$ cat src/rtl/fetch_queue.sv
// fetch_queue: instruction fetch unit with a small FIFO of fetched words, redirect flush and halt
module fetch_queue #(
  parameter logic [15:0] RESET_PC = 16'h0000,
  parameter int DEPTH = 2
) (
  input  logic        clk,
  input  logic        rst_f,
  output logic [15:0] im_addr,
  input  logic [31:0] im_data,
  input  logic        br_taken,
  input  logic [15:0] br_addr,
  input  logic        halt,
  input  logic        ir_ready,
  output logic        ir_valid,
  output logic [31:0] ir_data,
  output logic [15:0] ir_pc,
  output logic [2:0]  q_count
);
  localparam int PW = DEPTH == 4 ? 2 : 1;
  localparam logic [2:0] FULL = 3'(DEPTH);
  logic [15:0] fetch_pc;
  logic [PW-1:0] wr_ptr, rd_ptr;
  logic [47:0] mem [DEPTH];
  logic push, pop;
  assign im_addr = fetch_pc;
  assign ir_valid = q_count != 3'd0;
  assign pop = ir_valid & ir_ready & ~br_taken;
  assign push = rst_f & ~br_taken & ~halt & (q_count != FULL | pop);
  // Gate the head so stale storage never leaks out when the queue is empty
  assign ir_data = ir_valid ? mem[rd_ptr][47:16] : 32'h0;
  assign ir_pc = ir_valid ? mem[rd_ptr][15:0] : 16'h0;
  always_ff @(posedge clk) begin
    if (push) mem[wr_ptr] <= {im_data, fetch_pc};
  end
  always_ff @(posedge clk) begin
    if (!rst_f) begin
      fetch_pc <= RESET_PC;
      q_count <= 3'd0;
      wr_ptr <= '0;
      rd_ptr <= '0;
    end else if (br_taken) begin
      fetch_pc <= br_addr;
      q_count <= 3'd0;
      wr_ptr <= '0;
      rd_ptr <= '0;
    end else begin
      if (push) wr_ptr <= wr_ptr + 1'b1;
      if (push) fetch_pc <= fetch_pc + 16'd1;
      if (pop) rd_ptr <= rd_ptr + 1'b1;
      q_count <= q_count + {2'b0, push} - {2'b0, pop};
    end
  end
endmodule

$ cat config.mk
export PLATFORM = sky130hd
export DESIGN_NAME = fetch_queue
export DESIGN_NICKNAME = d
export VERILOG_FILES = /design/src/rtl/fetch_queue.sv
export SDC_FILE = /design/constraint.sdc
export NUM_CORES = 1
export LEC_CHECK = 0
export ABC_AREA = 1
export CORE_MARGIN = 4
export CORE_UTILIZATION = 35
export CTS_CLUSTER_SIZE = 10
export DETAILED_ROUTE_END_ITERATION = 16
export PLACE_DENSITY = 0.55
export RECOVER_POWER = 50
export SETUP_SLACK_MARGIN = 0.1
export SLEW_MARGIN = 20
export SYNTH_ARGS = -nofsm -noshare
export SYNTH_HDL_FRONTEND = slang
export SYNTH_SLANG_ARGS = --single-unit
$ cat constraint.sdc
create_clock -name clk -period 6.7 [get_ports clk]
set_input_delay 1.675 -clock clk [delete_from_list [all_inputs] [get_ports clk]]
set_output_delay 1.675 -clock clk [all_outputs]
set_load 0.005 [all_outputs]
### After elaboration in Yosys (flattened, before gate mapping)

Memories as Yosys holds them, arrays and structs flattened. A register that Yosys moved wholly into a read port is not among the register bits.
Cells that the tools add are included.

* register bits: 21
* RAM bits: 96
* bits of input ports: 53
* output and inout bits: 68
* word-level logic and storage cells: 31
* memories kept: 1

Memory list
* mem: depth 2, width 48, rd ports 1, clocked after memory_dff 1, wr ports 1, line 23 `logic [47:0] mem [DEPTH];`

* $add $sub $neg: 5
* eq/ne operators: 1
* multiplexer cells: 8
* bitwise operators: 9
* reductions and logical operators: 3

Operator list (count)
* 16-bit 2-to-1 mux: 3
* 32-bit 2-to-1 mux: 1
* 16-bit by 1-bit adder with 16-bit output, second input constant: 1
* 1-bit bitwise AND: 5
* 1-bit 2-to-1 mux: 4
* 3-bit by 1-bit adder with 3-bit output: 1
* 3-bit by 2-bit != test with 1-bit output, second input constant: 1
* 1-bit NOT: 3
* 3-bit nonzero test: 1
* 3-bit by 1-bit subtractor with 3-bit output: 1
* 1-bit adder, second input constant: 2
* 2-bit nonzero test: 1
* 2-bit OR reduction: 1
* 1-bit bitwise OR: 1

### Depth between registers and ports, before layout

Gate-level depths: netlist of run 1.

* depth after elaboration: 7
* gate-level depth with buffers: 12
* mapped depth without buffers: 11

### Least setup slack after synthesis of run 1

OpenSTA, ideal clock, no wires.

* kind: input -> register
* start: input br_taken
* end: memory mem[0][0] (enable)
* setup time: 0.454 ns
* arrival time: 4.305 ns
* required time: 6.246 ns
* slack: 1.941 ns
* stages: 7
* buffers on the path: 2
* path through: buf_6 inv_6 nand2_4 nor2_4 nand2_2 buf_4 nor2_1

* word-level cells in the longest chain between the ends: 6
* elaborated cells on any way between the ends: 8
* those cells by class: mux: 2; bitwise: 6

RTL lines
* start: declaration: line 10 `input logic br_taken,`
* 1-bit NOT *: line 27, 28
* 1-bit bitwise AND, on equally long branches: line 28, 27
* 1-bit bitwise AND / 1-bit bitwise OR (equally long branches): line 28 `assign push = rst_f & ~br_taken & ~halt & (q_count != FULL | pop);`
* 1-bit bitwise AND *: line 28
* 1-bit 2-to-1 mux *: line 33 `if (push) mem[wr_ptr] <= {im_data, fetch_pc};`
* 1-bit 2-to-1 mux (implied by the code) *: line 33
* end: declaration: line 23

Mark *: on every way between the ends. The rest lies on a longest branch, timed or not.

### Worst setup path in the final report of run 1

* start: input br_taken
* end: memory mem[1][47] (enable)

The elaborated chain is that of the path after synthesis.

==> results of run 1 <==
metrics by stage:
stage	cell area (um^2)	setup slack [ns]	power, mW
after floorplan	5340	1.94	0.896
after global placement	6700	1.83	0.974
after detailed placement	6700	1.71	0.976
after CTS	7280	2.14	1.86
after global routing	7240	0.941	1.90
final	7240	1.39	1.82
worst max-delay path by stage:
stage          slack, ns         end  startpoint  cells after the start
2_1_floorplan       1.94   mem[0][0]    br_taken                      7
3_3_place_gp        1.83  mem[1][30]    br_taken                      7
3_5_place_dp        1.71  mem[1][29]    br_taken                      7
4_1_cts             2.14  mem[1][47]    br_taken                      7
5_1_grt             0.94  mem[1][47]    br_taken                      7
6_report            1.39  mem[1][47]    br_taken                      7
synth_stat cells:
| cell | instances | area, um^2 |
|---|---|---|
| clkbuf_8 | 1 | 13.8 |
| o21ai_0 | 4 | 20.0 |
| fa_1 | 1 | 20.0 |
| nor3_2 | 2 | 20.0 |
| dlygate4sd1_1 | 1 | 8.76 |
| nor2_4 | 2 | 22.5 |
| nand4_1 | 6 | 37.5 |
| o21bai_1 | 1 | 7.51 |
| a21oi_1 | 5 | 25.0 |
| nand2_4 | 2 | 22.5 |
| nand3_4 | 1 | 17.5 |
| xor2_1 | 3 | 26.3 |
| buf_4 | 2 | 15.0 |
| nand2_1 | 129 | 484 |
| clkbuf_1 | 5 | 18.8 |
| buf_6 | 2 | 22.5 |
| nor2_1 | 21 | 78.8 |
| a21oi_4 | 1 | 16.3 |
| edfxtp_1 | 96 | 2880 |
| nand2_2 | 3 | 18.8 |
| inv_1 | 72 | 270 |
| inv_2 | 2 | 7.51 |
| or2_2 | 2 | 12.5 |
| buf_1 | 1 | 3.75 |
| nor2_2 | 2 | 12.5 |
| buf_2 | 5 | 25.0 |
| dfxtp_1 | 22 | 440 |
| ha_1 | 2 | 25.0 |
| mux2_2 | 48 | 541 |
| xnor2_1 | 2 | 17.5 |
| inv_6 | 1 | 8.76 |
| nand3_1 | 37 | 185 |
| o21ai_1 | 2 | 10.0 |
flip-flops by register name (all words and copies together) (netlist names), named ones only:
name and count:
rd_ptr 1, im_addr 16, q_count 3, mem 96
wr_ptr 1
area by class of cell:
cell class	count	area (um^2)	area share, %
flip-flops and latches	118	3320	45.9
multi-input cells	276	1600	22.1
repair buffers	123	1220	16.9
clock buffers	17	425	5.88
inverters	75	283	3.91
well taps	184	230	3.18
clock inverters	15	155	2.14
worst max-delay path, cell delays in order:
cell           delay (ns)
dlygate4sd3_1        0.76
clkinvlp_2           0.60
nand3_1              0.27
nand2_1              0.17
nand2_1              0.50
nor2_4               0.97
buf_4                0.42
cells by family after synthesis:
group,synth area share (%)
AO/OA/AOI/OAI,1.48
XOR/XNOR,0.821
adder cells (fa/ha/maj),0.844
buffers and inverters,7.38
flip-flops,62.3
multiplexers,10.1
AND/OR/NAND/NOR,17.1
routing by layer:
| layer | wire (um) | part of all wire, % | GRT usage [%] |
|---|---|---|---|
| met4 | 133 | 1.1 | 4.20 |
| met2 | 5400 | 45 | 22.3 |
| met1 | 5900 | 49 | 19.1 |
| met3 | 548 | 4.6 | 4.43 |
| met5 | 0 | 0 | 0 |
cell usage in the layout (no fill, tap or decap), types with 3 or more instances in the layout:
cell type / count
mux2_2: 48
nand4_1: 6
nor2_1: 20
buf_4: 3
clkinv_2: 3
dfxtp_1: 21
clkbuf_16: 17
clkinv_4: 5
inv_1: 72
xor2_1: 3
clkdlybuf4s50_1: 62
nor2_4: 4
edfxtp_1: 96
nand2_1: 131
a21oi_1: 6
o21ai_0: 6
dlygate4sd3_1: 58
nand3_1: 38
power breakdown:
group,internal (mW),switching (mW)
logic,0.0664,0.0556
clock network,0.548,0.324
registers,0.812,0.0177
==> results.py, run 1 <==
metrics = {
    "timing": {
        "finalCriticalPeriod_ns": 5.31,
        "worstMarginPinSlew_ns": 1.93,
        "fin_crit_sh_pct": 79.2,
        "fin_hold_ws_ns": 0.500,
        "rsz0062_at_grt": "no",
        "fmax_mhz": 188,
        "setup-violations-final": 0,
        "drv_slew": 52,
        "skew_ns": 0.0179,
        "relSlewSlack_pct": -28.9,
        "fin_tns_setup_ns": 0,
        "hold_viol": 0,
    },
    "cells_and_area": {
        "nFillCells": 1331,
        "diodes": 0,
        "drive_above_1_share_pct": 15.7,
        "utilization_pct": 49.1,
        "area_growth_pct": 35.7,
        "instances_no_fill": 808,
        "fin_nets": 667,
    },
    "clock_tree": {
        "postCtsResizedCells": 0,
        "cts_hold_buf": 0,
        "tritoncts": "done",
        "clock_latency_ns": 0.41,
        "clkTransAtPathRegs_ns": 0.05,
        "htree_levels": 4,
        "clock_tree.root_cell": "clkbuf_16",
        "postCtsSetupBuffers": 0,
        "numClockSinks": 118,
        "cts_made_buffers": 17,
        "cts.path.max_buffers": 2,
    },
    "place": {
        "portBuffers": 120,
        "place.detailed.hpwl_um": 8040,
        "dp_cells": 776,
        "place_congestion": 0.800,
    },
    "global_routing": {
        "grt_max_degree": 52,
        "overflow": 0,
        "grtUsageTotal_pct": 14.2,
        "antenna_found_initial": 0,
        "grt_pass1_wl_um": 19900,
        "grt_pass1_vias": 3923,
    },
    "die": {
        "die_x_um": 131,
        "ios": 121,
        "core_region_area_um2": 14800,
        "die_y_um": 131,
        "die_area_um2": 17300,
        "start_util_pct": 36.2,
        "std_cell_rows": 44,
    },
    "power_and_ir_drop": {
        "powerDensity_nw_per_um2": 252,
        "cellLeakagePower_nw": 3.01,
        "ir_drop_mv": 0.180,
    },
    "worst_setup_path": {
        "reg2reg_to": "mem[1][47]",
        "cp_max_fo": 31,
        "worstPathRequired_ns": 6.78,
        "r2r_cells": 7,
        "timing.rr.start": "q_count[0]",
        "start_kind": "input port",
        "reg2reg_slack_ns": 2.01,
        "worstSetupEndpointType": "register",
        "arrival_ns": 5.39,
        "worst-setup-path-type": "in2reg",
    },
    "detailed_routing": {
        "vias": 3692,
        "antenna_left": 0,
        "vias_per_cell": 4.57,
        "wl_per_cell_um": 14.8,
        "drt_iter0_markers": 187,
        "drt_wl_total_um": 12000,
        "drcViolationCount": 0,
        "dr.pass1.iters": 4,
    },
    "outcome": {
        "violations": "max-capacitance violations, max-slew violations",
        "status": "complete, but fails checks",
    },
    "min_path": {
        "hold_start": "rd_ptr",
        "hold_path.class": "reg2reg",
        "hold_depth": 2,
        "hold_end": "rd_ptr",
    },
    "run": {
        "drv_cap": 1,
    },
    "synthesis": {
        "yosysWarnings": 0,
        "synth_cell_types": 33,
        "syn-cell-area_um2": 5340,
        "syn_area_per_cell_um2": 11.0,
        "synth_cells": 486,
        "synth-seq-area-share_pct": 62.3,
        "syn_nets": 542,
        "ys_seq_elements": 118,
    },
}
Note: power is estimated with default switching activity, not from simulation.
==> inputs of run 2 (changes only) <==
clock period = 5.4 ns   (was 6.7 ns; I/O delays follow)
==> results.py, run 2 (synthesis gave the netlist of run 1 again) <==
metrics = {
    "worst_setup_path": {
        "path_depth": 7,
        "critPathSlowestCell": "dlygate4sd3_1",
        "worstPathRequired_ns": 5.49,
        "cp-endpoint": "mem[0][20]",
        "reg2reg_slack_ns": 2.26,
        "worst_path_dominant_cell_family": "buffers and inverters",
        "cpPeakStageDelay_ns": 0.75,
        "worstSetupEndpointType": "register",
        "cp_max_fo": 23,
        "worst-setup-path-type": "in2reg",
        "crit_buf_inv": 3,
        "startpoint": "br_taken",
        "r2r_cells": 7,
        "reg2reg_to": "mem[0][20]",
        "path_cells": "dlygate4sd3_1, clkinvlp_2, nand3_1, nand2_1, nand2_2, nor2_4, buf_4",
        "start_kind": "input port",
        "arrival_ns": 4.58,
        "timing.rr.start": "q_count[0]",
    },
    "power_and_ir_drop": {
        "ir_drop_mv": 0.221,
        "powerDensity_nw_per_um2": 306,
        "cellLeakagePower_nw": 2.98,
        "power_mw": 2.22,
    },
    "cells_and_area": {
        "diodes": 0,
        "final_common_cell": "nand2_1",
        "fin_nets": 668,
        "drive_above_1_share_pct": 16.3,
        "layout_common_cells": "nand2_1, edfxtp_1, inv_1, clkdlybuf4s50_1, dlygate4sd3_1",
        "instances_no_fill": 809,
        "regMostFlops": "mem",
        "area_growth_pct": 36.0,
        "largest_reg_flops": 96,
    },
    "run": {
        "drv_cap": 0,
    },
    "global_routing": {
        "grt_pass1_wl_um": 19700,
        "grt_max_degree": 52,
        "overflow": 0,
        "grt_pass1_vias": 3893,
        "grtUsageTotal_pct": 14.1,
        "antenna_found_initial": 0,
    },
    "detailed_routing": {
        "wl_per_cell_um": 14.8,
        "antenna_left": 0,
        "dr.pass1.iters": 4,
        "vias": 3749,
        "drt_wl_total_um": 11900,
        "vias_per_cell": 4.63,
        "drt_iter0_markers": 205,
        "drcViolationCount": 0,
    },
    "clock_tree": {
        "tritoncts": "done",
        "clkTransAtPathRegs_ns": 0.05,
        "postCtsResizedCells": 0,
        "numClockSinks": 118,
        "clock_latency_ns": 0.40,
        "cts.path.max_buffers": 2,
        "htree_levels": 4,
        "cts_made_buffers": 17,
        "cts_hold_buf": 0,
        "clock_tree.root_cell": "clkbuf_16",
        "postCtsSetupBuffers": 0,
    },
    "die": {
        "die_x_um": 131,
        "die_area_um2": 17300,
        "core_region_area_um2": 14800,
        "ios": 121,
        "std_cell_rows": 44,
        "start_util_pct": 36.2,
        "die_y_um": 131,
    },
    "place": {
        "dp_cells": 777,
        "portBuffers": 120,
        "place.detailed.hpwl_um": 8070,
        "place_congestion": 0.787,
    },
    "timing": {
        "worstMarginPinSlew_ns": 0.999,
        "relSlewSlack_pct": 33.4,
        "fin_tns_setup_ns": 0,
        "rsz0062_at_grt": "no",
        "skew_ns": 0.00536,
        "setup-violations-final": 0,
        "drv_slew": 0,
        "fmax_mhz": 223,
        "hold_viol": 0,
        "fin_crit_sh_pct": 83.1,
        "finalCriticalPeriod_ns": 4.49,
    },
    "min_path": {
        "hold_path.class": "reg2reg",
        "hold_start": "rd_ptr",
    },
    "outcome": {
        "status": "complete, no violations",
    },
}
==> run 2: how the worst min path moves through the flow <==
stage / end / slack (ns) / cells past startpoint
CTS: register / 0.49 / 2
finish: register / 0.49 / 2
global placement: rd_ptr / 0.49 / 2
floorplan: register / 0.46 / 2
global route: rd_ptr / 0.54 / 2
detailed placement: register / 0.47 / 2
==> run 2: stage by stage <==
stage / util (%) / worst slack [ns] / hold WS, ns / cell area [um^2]
finish: 49.2 / 0.911 / 0.491 / 7260
global route: 49.2 / 0.611 / 0.540 / 7260
CTS: 49.3 / 1.32 / 0.492 / 7280
detailed placement: 45.5 / 0.962 / 0.473 / 6720
global placement: 45.5 / 1.07 / 0.490 / 6720
floorplan: - / 0.966 / 0.461 / 5340
==> run 2: routing by layer <==
| metal | global-route usage, % | up-vias | share of wire, % |
|---|---|---|---|
| met5 | 0 | - | 0 |
| met4 | 4.49 | 0 | 1.0 |
| met3 | 4.59 | 9 | 5.1 |
| met2 | 22.1 | 132 | 45 |
| met1 | 18.7 | 1745 | 49 |
| li1 | - | 1863 | - |
==> run 2: power breakdown <==
| part | total, mW | switching, mW | leakage, nW | internal [mW] |
|---|---|---|---|---|
| registers | 1.03 | 0.0229 | 1.05 | 1.01 |
| logic | 0.151 | 0.0686 | 1.67 | 0.0827 |
| clock network | 1.04 | 0.403 | 0.267 | 0.633 |
==> run 2: cell type report <==
| cell class | instances | area, um^2 |
|---|---|---|
| multi-input cells | 276 | 1620 |
| clock buffers | 17 | 425 |
| fillers | 1355 | 7490 |
| repair buffers | 124 | 1240 |
| inverters | 75 | 283 |
| clock inverters | 15 | 133 |
| well taps | 184 | 230 |
| flip-flops and latches | 118 | 3320 |
==> run 2: worst min-delay path, stage by stage, from the launching register on <==
cell	delay [ns]
dfxtp_1	0.31
nand2_1	0.08
a21oi_1	0.06
==> inputs of run 3 (changes only) <==
PLACE_DENSITY = 0.57   (was 0.55)
clock period = 3.9 ns   (was 5.4 ns; I/O delays follow)
==> results.py, run 3 (synthesis gave the netlist of run 1 again) <==
metrics = {
    "outcome": {
        "status": "complete, no violations",
    },
    "power_and_ir_drop": {
        "switching_share_pct": 20.4,
        "power_frac_seq_pct": 46.3,
        "p_int_mw": 2.45,
        "pwr-share-clk_pct": 46.6,
        "switchingPower_uw": 628,
        "combPwrFrac_pct": 7.0,
        "ir_drop_mv": 0.275,
        "powerDensity_nw_per_um2": 423,
        "cellLeakagePower_nw": 2.96,
        "power_mw": 3.08,
    },
    "global_routing": {
        "grt_max_degree": 52,
        "overflow": 0,
        "antenna_found_initial": 0,
        "grtUsageTotal_pct": 14.4,
        "grt_pass1_vias": 3888,
        "grt_pass1_wl_um": 19600,
    },
    "detailed_routing": {
        "antenna_left": 0,
        "drt_iter0_markers": 287,
        "dr.pass1.iters": 4,
        "wl_per_cell_um": 14.8,
        "drt_wl_total_um": 12000,
        "vias": 3795,
        "drcViolationCount": 0,
        "vias_per_cell": 4.68,
    },
    "worst_setup_path": {
        "worstPathRequired_ns": 3.98,
        "worst_path_dominant_cell_family": "buffers and inverters",
        "path_cells": "dlygate4sd3_1, clkinvlp_2, nand2_4, nor2_4, nand2_1, nor2_1, buf_12",
        "worst-setup-path-type": "in2reg",
        "worstSetupEndpointType": "register",
        "critPathSlowestCell": "nor2_1",
        "start_kind": "input port",
        "cp_max_fo": 42,
        "arrival_ns": 3.58,
        "crit_buf_inv": 3,
        "cpPeakStageDelay_ns": 0.66,
    },
    "clock_tree": {
        "clock_tree.root_cell": "clkbuf_16",
        "clock_latency_ns": 0.41,
        "numClockSinks": 118,
        "cts_made_buffers": 17,
        "tritoncts": "done",
        "cts_hold_buf": 0,
        "clkTransAtPathRegs_ns": 0.05,
        "cts.path.max_buffers": 2,
        "htree_levels": 4,
        "postCtsResizedCells": 0,
        "postCtsSetupBuffers": 0,
    },
    "die": {
        "ios": 121,
        "start_util_pct": 36.2,
        "die_y_um": 131,
        "die_x_um": 131,
        "die_area_um2": 17300,
        "std_cell_rows": 44,
        "core_region_area_um2": 14800,
    },
    "cells_and_area": {
        "design_area_um2": 7280,
        "area_growth_pct": 36.5,
        "fin_nets": 670,
        "largest_reg_flops": 96,
        "regMostFlops": "mem",
        "drive_above_1_share_pct": 15.6,
        "utilization_pct": 49.4,
        "layout_common_cells": "nand2_1, edfxtp_1, clkdlybuf4s50_1, inv_1, mux2_2",
        "diodes": 0,
        "final_common_cell": "nand2_1",
    },
    "timing": {
        "worstMarginPinSlew_ns": 0.865,
        "finalCriticalPeriod_ns": 3.50,
        "skew_ns": 0.00793,
        "fin_tns_setup_ns": 0,
        "fmax_mhz": 286,
        "fin_crit_sh_pct": 89.8,
        "relSlewSlack_pct": 42.0,
        "drv_slew": 0,
        "setup-violations-final": 0,
        "rsz0062_at_grt": "no",
        "hold_viol": 0,
    },
    "place": {
        "place_congestion": 0.857,
        "portBuffers": 120,
        "post_dp_cell_area_um2": 6760,
        "place.detailed.hpwl_um": 8020,
    },
    "run": {
        "drv_cap": 0,
    },
    "min_path": {
        "hold_path.class": "reg2reg",
    },
}
-- run 3: final timing paths --
kind                    from    endpoint  slack (ns)  cells past startpoint
hold / removal        rd_ptr    register        0.49                      2
setup / recovery    br_taken  mem[1][27]        0.40                      7
setup reg to reg  q_count[0]  mem[1][27]        1.15                      7
hold reg to reg       rd_ptr    register        0.49                      2
-- run 3: worst register-to-register path, cell delays in order, from the launching register on --
cell	delay (ns)
dfxtp_1	0.43
nor2_2	0.08
nand2_4	0.46
nand3_4	0.19
nand2_1	0.10
nand2_1	0.14
nor2_1	0.66
buf_12	0.33
-- run 3: final cells by class --
type | instances | area (um^2)
Sequential cell | 118 | 3320
Multi-Input combinational cell | 276 | 1620
Tap cell | 184 | 230
Clock buffer | 27 | 503
Fill cell | 1352 | 7470
Clock inverter | 5 | 50.0
Timing Repair Buffer | 126 | 1270
Inverter | 75 | 283
-- run 3: power groups by stage --
| stage | Sequential [mW] | Combinational [mW] | Clock, mW |
|---|---|---|---|
| after floorplan | 1.44 | 0.0958 | 0 |
| after global placement | 1.45 | 0.226 | 0 |
| after detailed placement | 1.45 | 0.228 | 0 |
| after CTS | 1.43 | 0.230 | 1.47 |
| after global routing | 1.43 | 0.239 | 1.54 |
| final | 1.43 | 0.217 | 1.44 |
-- run 3: per-layer routing --
layer	GRT usage, %	wire (um)	vias up	share of wire, %
met5	0	0	-	0
met4	5.72	169	0	1.4
met3	4.93	830	20	6.9
met2	21.9	5420	128	45
met1	18.8	5540	1785	46
li1	-	-	1862	-
-- run 3: per-stage QoR --
step / setup slack (ns) / std cells / hold slack, ns
3_5_place_dp: 0.773 / 779 / 0.477
5_1_grt: 0.216 / 811 / 0.531
3_3_place_gp: 0.800 / 779 / 0.480
4_1_cts: 0.521 / 811 / 0.491
2_1_floorplan: 0.654 / 486 / 0.461
6_report: 0.399 / 811 / 0.492
